`src/rtl/of_hazard_scoreboard.sv`:
```
// Operand-fetch interlock: per-register outstanding-write counters, RAW/WAW stall and issue control.
// Build option: define OF_HAZARD_WB_BYPASS_EN to treat a same-cycle final writeback as forwarded.
module of_hazard_scoreboard #(
    parameter int NREGS       = 16,
    parameter int AW          = 4,
    parameter int CNT_W       = 2,
    parameter int STALL_CNT_W = 16
) (
    input  logic                   clk,
    input  logic                   rst,
    input  logic                   of_valid,
    input  logic [AW-1:0]          read_port1,
    input  logic [AW-1:0]          read_port2,
    input  logic                   use_rs1,
    input  logic                   use_rs2,
    input  logic                   wr_en,
    input  logic [AW-1:0]          wr_reg,
    input  logic                   ex_ready,
    input  logic                   wb_valid,
    input  logic [AW-1:0]          wb_reg,
    input  logic                   flush,
    output logic                   stall,
    output logic                   issue,
    output logic [NREGS-1:0]       busy,
    output logic [STALL_CNT_W-1:0] stall_cycles,
    output logic                   wb_err
);

    localparam logic [CNT_W-1:0] CNT_MAX = '1;

    logic [CNT_W-1:0]       r_cnt [NREGS];
    logic [STALL_CNT_W-1:0] r_stall_cycles;
    logic                   r_wb_err;

    logic [NREGS-1:0] w_busy;
    logic [NREGS-1:0] w_inc;
    logic [NREGS-1:0] w_dec;
    logic             w_hz1;
    logic             w_hz2;
    logic             w_raw;
    logic             w_waw_full;
    logic             w_stall;
    logic             w_issue;
    logic             w_wb_zero;

    genvar g;
    generate
        for (g = 0; g < NREGS; g++) begin : g_reg
            assign w_busy[g] = (r_cnt[g] != '0);
            assign w_inc[g]  = w_issue & wr_en & (wr_reg == AW'(g));
            assign w_dec[g]  = wb_valid & (wb_reg == AW'(g)) & w_busy[g];
        end
    endgenerate

`ifdef OF_HAZARD_WB_BYPASS_EN
    // A writeback retiring the last pending write is forwarded, so it is not a hazard.
    logic w_fwd1;
    logic w_fwd2;
    assign w_fwd1 = wb_valid & (wb_reg == read_port1) & (r_cnt[read_port1] == CNT_W'(1));
    assign w_fwd2 = wb_valid & (wb_reg == read_port2) & (r_cnt[read_port2] == CNT_W'(1));
    assign w_hz1  = use_rs1 & w_busy[read_port1] & ~w_fwd1;
    assign w_hz2  = use_rs2 & w_busy[read_port2] & ~w_fwd2;
`else
    assign w_hz1  = use_rs1 & w_busy[read_port1];
    assign w_hz2  = use_rs2 & w_busy[read_port2];
`endif

    assign w_raw      = w_hz1 | w_hz2;
    assign w_waw_full = wr_en & (r_cnt[wr_reg] == CNT_MAX);
    assign w_stall    = of_valid & (w_raw | w_waw_full);
    // Gating with rst keeps issue low while the counters are held in reset.
    assign w_issue    = of_valid & ~w_stall & ex_ready & ~flush & rst;
    assign w_wb_zero  = wb_valid & ~w_busy[wb_reg];

    always_ff @(posedge clk or negedge rst) begin
        if (!rst) begin
            for (int i = 0; i < NREGS; i++) r_cnt[i] <= '0;
        end else if (flush) begin
            for (int i = 0; i < NREGS; i++) r_cnt[i] <= '0;
        end else begin
            for (int i = 0; i < NREGS; i++)
                r_cnt[i] <= r_cnt[i] + CNT_W'(w_inc[i]) - CNT_W'(w_dec[i]);
        end
    end

    always_ff @(posedge clk or negedge rst) begin
        if (!rst) begin
            r_stall_cycles <= '0;
            r_wb_err       <= 1'b0;
        end else begin
            if (w_stall && (r_stall_cycles != '1))
                r_stall_cycles <= r_stall_cycles + STALL_CNT_W'(1);
            // Flush outranks writeback, so a stray writeback during flush is ignored.
            if (w_wb_zero && !flush)
                r_wb_err <= 1'b1;
        end
    end

    assign stall        = w_stall;
    assign issue        = w_issue;
    assign busy         = w_busy;
    assign stall_cycles = r_stall_cycles;
    assign wb_err       = r_wb_err;

endmodule

```
`config.mk`:
```
export PLATFORM = sky130hd
export DESIGN_NAME = of_hazard_scoreboard
export DESIGN_NICKNAME = d
export VERILOG_FILES = /design/src/rtl/of_hazard_scoreboard.sv
export SDC_FILE = /design/constraint.sdc
export NUM_CORES = 1
export LEC_CHECK = 0
export BUFFER_PORTS_ARGS = -buffer_cell sky130_fd_sc_hd__buf_2
export CAP_MARGIN = 20
export CORE_UTILIZATION = 52
export CTS_BUF_LIST = sky130_fd_sc_hd__clkbuf_8 sky130_fd_sc_hd__clkbuf_16
export CTS_CLUSTER_DIAMETER = 30
export DETAILED_ROUTE_END_ITERATION = 12
export MAX_ROUTING_LAYER = met4
export PLACE_DENSITY = 0.77
export SYNTH_ARGS = -nofsm -noshare
export SYNTH_HDL_FRONTEND = slang
export SYNTH_SLANG_ARGS = --single-unit
```
`constraint.sdc`:
```
create_clock -name clk -period 3.3 [get_ports clk]
set_input_delay 0 -clock clk [delete_from_list [all_inputs] [get_ports clk]]
set_output_delay 0 -clock clk [all_outputs]
set_load 0.005 [all_outputs]
```
=== Word level (Yosys, flattened, before mapping) ===
Cells that the tools add are included.

* Bits of input ports: 25
* Register bits: 49

* Reductions and logical operators: 21
* Eq/ne operators: 32
* Bitwise operators: 64
* Magnitude comparators: 4
* Mux-type cells: 10
* $add $sub $neg: 33

{| class="wikitable"
|+ Operators by type and width
! operator !! count
|-
| $eq 4x4->1 const B || 16
|-
| $and 1x1->1 || 58
|-
| $add 2x1->2 || 16
|-
| $eq 4x3->1 const B || 8
|-
| $mux 32 || 1
|-
| $reduce_bool 2->1 || 16
|-
| $sub 2x1->2 || 16
|-
| $add 16x1->16 const B || 1
|-
| $eq 4x2->1 const B || 4
|-
| $ne 16x16->1 const B || 1
|-
| $lt 4x5->1 const B || 3
|-
| $bmux 1 s4 || 3
|-
| $bmux 2 s4 || 1
|-
| $eq 4x1->1 const B || 2
|-
| $logic_not 4->1 || 2
|-
| $ge 5x5->1 const B || 1
|-
| $not 4->5 || 1
|-
| $mux 2 || 2
|-
| $mux 1 || 3
|-
| $not 1->1 || 3
|-
| $eq 2x2->1 const B || 1
|-
| $logic_and 1x1->1 || 2
|-
| $or 1x1->1 || 2
|-
| $logic_not 1->1 || 1
|}

=== Depth between registers and ports, before layout ===
Gate-level depths: netlist (run 1).

* Depth after elaboration: 18
* Gate-level depth with buffers: 15
* Mapped depth without buffers: 13

=== Least setup slack after synthesis (run 1) ===
Ideal clock, no wire load.

* Path kind: register -> register
* Start: reg r_cnt[14] (netlist bit)
* End: reg r_cnt[29] (netlist bit)
* Arrival time: 3.004 ns
* Buffers on the path: 1
* Slack: 0.165 ns
* Setup time: 0.132 ns
* Cell stages (with the launch flop): 15
* Cells stage by stage: dfrtp_1 > mux4_1 > mux2_2 > nand3b_1 > a221oi_2 > or3_1 > buf_6 > nor4b_4 > nand2_1 > ha_1 > inv_1 > ha_1 > xor2_1 > xnor2_1 > nor2_1

* Word-level cells in the longest chain between the ends: 17
* Elaborated cells on any way between the ends: 25

{| class="wikitable"
|+ Ends and longest elaborated chain
! element !! RTL line !! source
|-
| from (decl) || 31 || <nowiki>logic [CNT_W-1:0] r_cnt [NREGS];</nowiki>
|-
| from (signal, indexed assignment) || 82 || <nowiki>r_cnt[i] <= r_cnt[i] + CNT_W'(w_inc[i]) - CNT_W'(w_dec[i]);</nowiki>
|-
| $bmux 2 s4 / $reduce_bool 2->1 (equally long branches) || 69, 49 ||
|-
| $mux 2 (implied by the code) (tied with other cells) (2 in series) || 69 || <nowiki>assign w_waw_full = wr_en & (r_cnt[wr_reg] == CNT_MAX);</nowiki>
|-
| $eq 2x2->1 (tied with other cells) || 69 ||
|-
| $and 1x1->1 / $or 1x1->1 (equally long branches) || 69, 68 ||
|-
| $or 1x1->1 * || 70 || <nowiki>assign w_stall = of_valid & (w_raw | w_waw_full);</nowiki>
|-
| $and 1x1->1 * || 70 ||
|-
| $not 1->1 * || 72 || <nowiki>assign w_issue = of_valid & ~w_stall & ex_ready & ~flush & rst;</nowiki>
|-
| $and 1x1->1 * (4 in series) || 72 ||
|-
| $and 1x1->1 * (2 in series) || 50 || <nowiki>assign w_inc[g] = w_issue & wr_en & (wr_reg == AW'(g));</nowiki>
|-
| $add 2x1->2 * || 82 ||
|-
| $sub 2x1->2 * || 82 ||
|-
| $mux 32 * || 78 || <nowiki>end else if (flush) begin</nowiki>
|}

Mark *: on every way between the ends. The rest lies on a longest branch, timed or not. The select of a mux whose other input is x is not followed.
A chain may end at the register's enable or synchronous reset.

=== Final worst setup path (run 1) ===
* Start: reg r_cnt[0] (netlist bit)
* End: reg r_cnt[21] (netlist bit)

Same word-level chain as after synthesis.

==> metrics.md, run 1 <==
| Metric | Value |
|---|---|
| Yosys top cell area share | `33.24%` |
| Flop pwr share | `49.9%` |
| Pleak | `2.524 nW` |
| CTS tree | `built` |
| Clock Power Share | `31.5%` |
| Primary FF master, synth | `dfrtp_1` |
| Async set-or-reset flop fraction in the synthesized netlist | `100.0%` |
| Cell Rows | `30` |
| Clk sinks | `49` |
| Worst vdd ir | `0.1541 mV` |
| Slew headroom | `57.52%` |
| Number of flops mapped to enable cells by yosys | `0` |
| Worst Setup Slack post-DPL | `-0.1398 ns` |
| Status | `finished, violations left` |
| Final hold vios | `0` |
| #FFs+latches synth | `49` |
| Post-Route WL | `9.633 mm` |
| Syn_area_per_cell | `9.836 um^2` |
| Max Freq | `301.4 MHz` |
| Metal3 WL | `793 um` |
| H-tree depth | `2` |
| Crit Path Category | `reg2reg` |
| Cells after Synth | `375` |
| Syn. warnings | `0` |
| Drt drc | `0` |
| Pre-antenna DRT Iters | `5` |
| Met2 Wirelength | `4.599 mm` |
| Min cycle time layout | `3.317 ns` |
| Switch share | `28.40%` |
| Worst skew pair latency | `0.31 ns` |
| Top post-synthesis cells by count | `49 x dfrtp_1, 43 x inv_1, 40 x nor2_1, 33 x ha_1, 28 x nor3_1` |
| Post-DRT Antenna Nets | `0` |
| Tcrit/Tclk final | `100.5%` |
| Netlist Area Pre-Place | `3689 um^2` |
| Hold Path Class | `in2reg` |
| Maximum clock path buffer count | `2` |
| CTS root buf | `clkbuf_8` |
| Number of distinct library cells after synthesis | `44` |
| Setup crit end kind | `register` |
| Max-cap violations | `0` |
| DRT iter0 DRCs | `259` |
| Vias in the first global route | `3239` |
| CTS Buf Count | `5` |
| Crit path max fanout | `5` |
| Most common cell in the netlist | `dfrtp_1` |
| Global route overflow | `0` |
| Detailed placement HPWL | `7.290 mm` |
| Actual slew at the worst max-slew pin | `0.6373 ns` |
| Max Used Layer | `met4` |
| Met1 WL | `3.991 mm` |
| CP Data Arrival Time | `3.49 ns` |
| Worst setup SP type | `register` |
| Die Span X | `86.22 um` |
| Required time of the critical path | `3.47 ns` |
| Die Area | `7434 um^2` |
| DR vias/cell | `5.725` |
| Setup tns final | `-0.03295 ns` |
| Initial antenna violation count | `0` |
| Final Skew | `0.007772 ns` |
| Layout area overhead | `23.07%` |
| Global-route wire length before repair | `15.93 mm` |
| PwrDens | `294.7 nW/um^2` |
| Syn nets | `433` |
| Via Count | `3263` |
| RePlAce Congestion | `0.9689` |
| Pin count of the biggest net entering global routing | `50` |
| CTS clock-pin slew for the worst setup and hold paths | `0.09 ns` |
| CORE AREA | `6832 um^2` |
| Layout net count | `532` |
| Failing checks | `negative setup slack` |
| NetSw | `0.0003799 W` |
| Diode count | `0` |
| Final WS setup | `-0.01740 ns` |
| RSZ-0062 raised after global routing | `yes` |
| Combinational Power Share | `18.6%` |
| Biggest area consumer among synthesized cells | `dfrtp_1` |
| Sequential fraction of the synthesis area | `33.24%` |
| P_int | `0.0009579 W` |
| Input/output buffers | `59` |
| Initial Utilization | `53.99%` |
| DR WL/cell | `16.90 um` |
| Total track usage | `28.81%` |
| Final Setup Violations | `2` |
| Layout cells sized above 1 | `31.86%` |
| Num ports | `60` |
| Max Slew Vio Count | `0` |
| Number of fill cells | `540` |
| Synth top area cells | `dfrtp_1 33%, ha_1 11%, mux4_2 7.9%` |
| Die Span Y | `86.22 um` |
-- sequential cells by signal, indices dropped and copies added, names as in the netlist --
name,flops
wb_err,1
stall_cycles,16
r_cnt,32
-- timing repair --
item	in CTS	in global routing
setup buffers	2	3
pin swaps	7	7
endpoints found under the hold margin	49	0
resized for setup	7	10
endpoints found under the setup margin	21	25
hold buffers	1	0
-- logic make-up after synthesis --
group / Yosys count / share of synthesized area [%]
and+or+nand+nor: 148 / 21.57
buffers and inverters: 55 / 6.343
DFF: 49 / 33.24
xor gates and xnor gates: 45 / 10.69
adders and majority gates: 33 / 11.19
AOI/OAI and AO/OA: 25 / 5.291
muxes: 20 / 11.67
-- power by group through the flow --
stage / clock network, W / registers [W] / logic (W)
after CTS: 0.000431 / 0.000667 / 0.000243
after global routing: 0.000453 / 0.000672 / 0.000276
after global placement: 0 / 0.000676 / 0.000233
after floorplan: 0 / 0.000675 / 0.000135
after detailed placement: 0 / 0.000679 / 0.000238
final: 0.000422 / 0.000667 / 0.000249
-- per-stage QoR --
stage               util (%)  instances  hold WS [ns]  instance area, um^2  power [W]
detailed placement     63.48        557        0.1967                 4337  0.0009170
finish                 66.45        570       0.02055                 4539   0.001338
global placement       63.48        557        0.1852                 4337  0.0009092
global route           66.45        570       0.01788                 4539   0.001401
floorplan                  -        375       -0.2956                 3689  0.0008100
CTS                    65.51        567      0.006734                 4476   0.001341
-- path summary, 6_finish.rpt --
path	slack [ns]	startpoint	end	cells after the start
min in group asynchronous	0.39	rst	stall_cycles[9]$_DFFE_PN0P_	3
max in group asynchronous	2.50	rst	r_cnt[5]$_DFF_PN0_	3
hold / removal	0.02	wb_valid	wb_err$_DFFE_PN0P_	2
setup reg to reg	-0.02	r_cnt[0]$_DFF_PN0_	r_cnt[21]$_DFF_PN0_	13
hold reg to reg	0.49	wb_err$_DFFE_PN0P_	wb_err$_DFFE_PN0P_	1
setup / recovery	-0.02	r_cnt[0]$_DFF_PN0_	r_cnt[21]$_DFF_PN0_	13
-- layout make-up --
class	instances	area, um^2	area share (%)
tap	96	120.1	2.646
inverter	43	161.4	3.556
sequential	49	1226	27.01
clock inverter	2	35.03	0.7718
timing repair buffer	104	648.1	14.28
multi-input combinational	271	2280	50.22
clock buffer	5	68.82	1.516
-- cell usage in the layout (no fill, tap or decap), types with 4 or more instances in the layout --
cell type and instances:
nor4_1 7, clkbuf_8 5, ha_1 33, dfrtp_1 49, nor2_2 6, mux4_2 16, nor2_1 33, nand3_1 7
a21oi_1 9, o221ai_1 4, buf_4 43, nand2_1 24, buf_2 59, xor2_1 24, xnor2_1 20, nand2b_1 4
nor3_1 28, inv_1 43, nor2b_1 16
-- worst max-delay path, cell delays in order, from the launching register on --
cell       delay, ns
dfrtp_1         0.43
nor2_1          0.30
a21oi_1         0.18
o221ai_1        0.30
a2111oi_4       0.16
or3_4           0.42
nor4b_4         0.42
nand2_1         0.12
ha_1            0.30
inv_1           0.05
ha_1            0.14
xor2_1          0.17
xnor2_1         0.13
nor2_1          0.06
-- routing by layer --
| layer | GRT usage, % | vias to the layer above |
|---|---|---|
| met4 | 9.394 | 0 |
| met3 | 4.476 | 28 |
| met5 | - | - |
| li1 | - | 1489 |
| met1 | 37.62 | 1569 |
| met2 | 46.25 | 177 |
(Power assumes the default switching activity.)
==> run 2: changes to the inputs <==
--- a/config.mk
+++ b/config.mk
@@ -7,6 +7,7 @@
 export LEC_CHECK = 0
 export BUFFER_PORTS_ARGS = -buffer_cell sky130_fd_sc_hd__buf_2
 export CAP_MARGIN = 20
+export CORE_MARGIN = 2
 export CORE_UTILIZATION = 52
 export CTS_BUF_LIST = sky130_fd_sc_hd__clkbuf_8 sky130_fd_sc_hd__clkbuf_16
 export CTS_CLUSTER_DIAMETER = 30
==> run 2 against run 1 <==
  * The run still ends with negative setup slack left
  * Cell count rose by 1.6%
  * Fmax barely moved
  * Register-to-register slack barely moved
  * Non-clock buffer count rose by 8
  * Critical path depth unchanged
  * Combinational power barely moved
  * Power shrank 4.6%
  * Critical path type unchanged
  * First-iteration DRC count increased by 19%
  * Die area grew 4.7%
  * Via count grew 0.25%
  * Sequential power about the same
==> metrics.md, run 2 (same netlist as run 1, synthesis figures left out) <==
| Metric | Value |
|---|---|
| Min cycle time layout | `3.320 ns` |
| Diode count | `0` |
| Setup tns final | `-0.02009 ns` |
| Global route overflow | `0` |
| Cell Rows | `30` |
| PwrDens | `275.8 nW/um^2` |
| Total track usage | `26.66%` |
| H-tree depth | `2` |
| Pleak | `2.550 nW` |
| R2R setup slack | `-0.02 ns` |
| Worst skew pair latency | `0.31 ns` |
| Worst Hold Depth | `2` |
| Max Slew Vio Count | `0` |
| Max Freq | `301.2 MHz` |
| Post-DRT Antenna Nets | `0` |
| DR vias/cell | `5.649` |
| CTS root buf | `clkbuf_8` |
| Max-cap violations | `0` |
| Commonest non-fill, non-tap cells in the layout | `59 x buf_2, 51 x buf_4, 49 x dfrtp_1` |
| Hold WS | `0.01997 ns` |
| Area after DPL | `4427 um^2` |
| Required time of the critical path | `3.48 ns` |
| Input/output buffers | `59` |
| Num ports | `60` |
| Slew headroom | `57.91%` |
| Largest Register | `r_cnt` |
| Die Span X | `88.22 um` |
| Actual slew at the worst max-slew pin | `0.6313 ns` |
| Pre-antenna DRT Iters | `6` |
| Pin count of the biggest net entering global routing | `50` |
| HP Start | `wb_valid` |
| Drt drc | `0` |
| R2R Path End | `r_cnt[31]$_DFF_PN0_` |
| DR WL/cell | `16.90 um` |
| Worst Setup Slack post-DPL | `-0.1057 ns` |
| Initial Utilization | `53.99%` |
| Failing checks | `negative setup slack` |
| Hold EP | `wb_err$_DFFE_PN0P_` |
| Final Cell Area | `4628 um^2` |
| Worst vdd ir | `0.1235 mV` |
| Crit Path Category | `reg2reg` |
| CTS tree | `built` |
| RSZ-0062 raised after global routing | `yes` |
| Worst r2r path cells | `13` |
| Final hold vios | `0` |
| Final Skew | `0.01062 ns` |
| Clk sinks | `49` |
| Global-route wire length before repair | `15.18 mm` |
| Non-Filler Instances | `579` |
| Number of flip-flops in the largest register | `32` |
| Die Area | `7783 um^2` |
| RePlAce Congestion | `1.008` |
| Worst reg2reg startpoint | `r_cnt[10]$_DFF_PN0_` |
| Post-Route WL | `9.785 mm` |
| CP Data Arrival Time | `3.50 ns` |
| CORE AREA | `6832 um^2` |
| CTS Buf Count | `5` |
| Layout area overhead | `25.47%` |
| Initial antenna violation count | `0` |
| Dpl cells | `569` |
| Via Count | `3271` |
| CTS clock-pin slew for the worst setup and hold paths | `0.09 ns` |
| Worst setup SP type | `register` |
| Final Setup Violations | `1` |
| Status | `finished, violations left` |
| Final WS setup | `-0.02009 ns` |
| Detailed placement HPWL | `7.415 mm` |
| Die Span Y | `88.22 um` |
| Tcrit/Tclk final | `100.6%` |
| Layout cells sized above 1 | `34.78%` |
| Hold Path Class | `in2reg` |
| Setup crit end kind | `register` |
| Crit path max fanout | `5` |
| Maximum clock path buffer count | `2` |
| Layout net count | `540` |
| Vias in the first global route | `3162` |
| Commonest non-fill, non-tap cell in the layout | `buf_2` |
| DRT iter0 DRCs | `307` |
==> run 2: per-stage QoR <==
| stage | total power, W | utilization [%] |
|---|---|---|
| after floorplan | 0.0008100 | - |
| after global placement | 0.0009139 | 64.80 |
| after detailed placement | 0.0009221 | 64.80 |
| after CTS | 0.001278 | 66.28 |
| after global routing | 0.001344 | 67.75 |
| final | 0.001276 | 67.75 |
==> run 2: worst max-delay path by stage <==
| stage | from | end | slack, ns | cells after the start |
|---|---|---|---|---|
| floorplan | r_cnt[14]$_DFF_PN0_ | r_cnt[29]$_DFF_PN0_ | 0.16 | 14 |
| global placement | r_cnt[14]$_DFF_PN0_ | r_cnt[31]$_DFF_PN0_ | -0.03 | 13 |
| detailed placement | r_cnt[10]$_DFF_PN0_ | r_cnt[21]$_DFF_PN0_ | -0.11 | 13 |
| CTS | r_cnt[10]$_DFF_PN0_ | r_cnt[31]$_DFF_PN0_ | 0.02 | 13 |
| global route | r_cnt[16]$_DFF_PN0_ | r_cnt[31]$_DFF_PN0_ | -0.23 | 13 |
| finish | r_cnt[10]$_DFF_PN0_ | r_cnt[31]$_DFF_PN0_ | -0.02 | 13 |
==> run 2: power by group <==
group / switching (W) / internal, W / leakage [nW] / total, W
Sequential: 0.0000355 / 0.000630 / 0.650 / 0.000666
Combinational: 0.000141 / 0.000106 / 1.86 / 0.000248
Clock: 0.000216 / 0.000147 / 0.0439 / 0.000363
Total: 0.000393 / 0.000884 / 2.55 / 0.00128
==> run 2: per-layer routing <==
layer  up-vias  track usage, %  wire length, um
li1       1505               -                -
met1      1556           33.99             3933
met2       178           44.09             4794
met3        32           3.638              823
met4         0           8.678              234
met5         -               -                0
==> run 2: layout make-up <==
type / count / area [um^2]
tap: 96 / 120.1
multi-input combinational: 271 / 2326
clock inverter: 3 / 17.52
sequential: 49 / 1226
clock buffer: 5 / 68.82
timing repair buffer: 112 / 708.2
fill: 537 / 2203
inverter: 43 / 161.4
==> run 2: timing repair <==
item | CTS | global route
pin swaps | 1 | 13
setup buffers | 0 | 1
gates cloned | 0 | 0
gates resized for setup | 1 | 24
setup endpoints to repair | 22 | 23
hold buffers | 1 | 0
endpoints found under the hold margin | 49 | 0
==> run 2: critical path, stage by stage, from the launching register on <==
cell      delay [ns]
dfrtp_1         0.40
mux4_2          0.47
mux2_4          0.28
nand3b_1        0.10
a221oi_2        0.07
or3_4           0.44
nor4_4          0.38
nand2_1         0.13
ha_1            0.32
inv_1           0.04
ha_2            0.17
xor2_2          0.17
xnor2_1         0.16
nor2_1          0.05
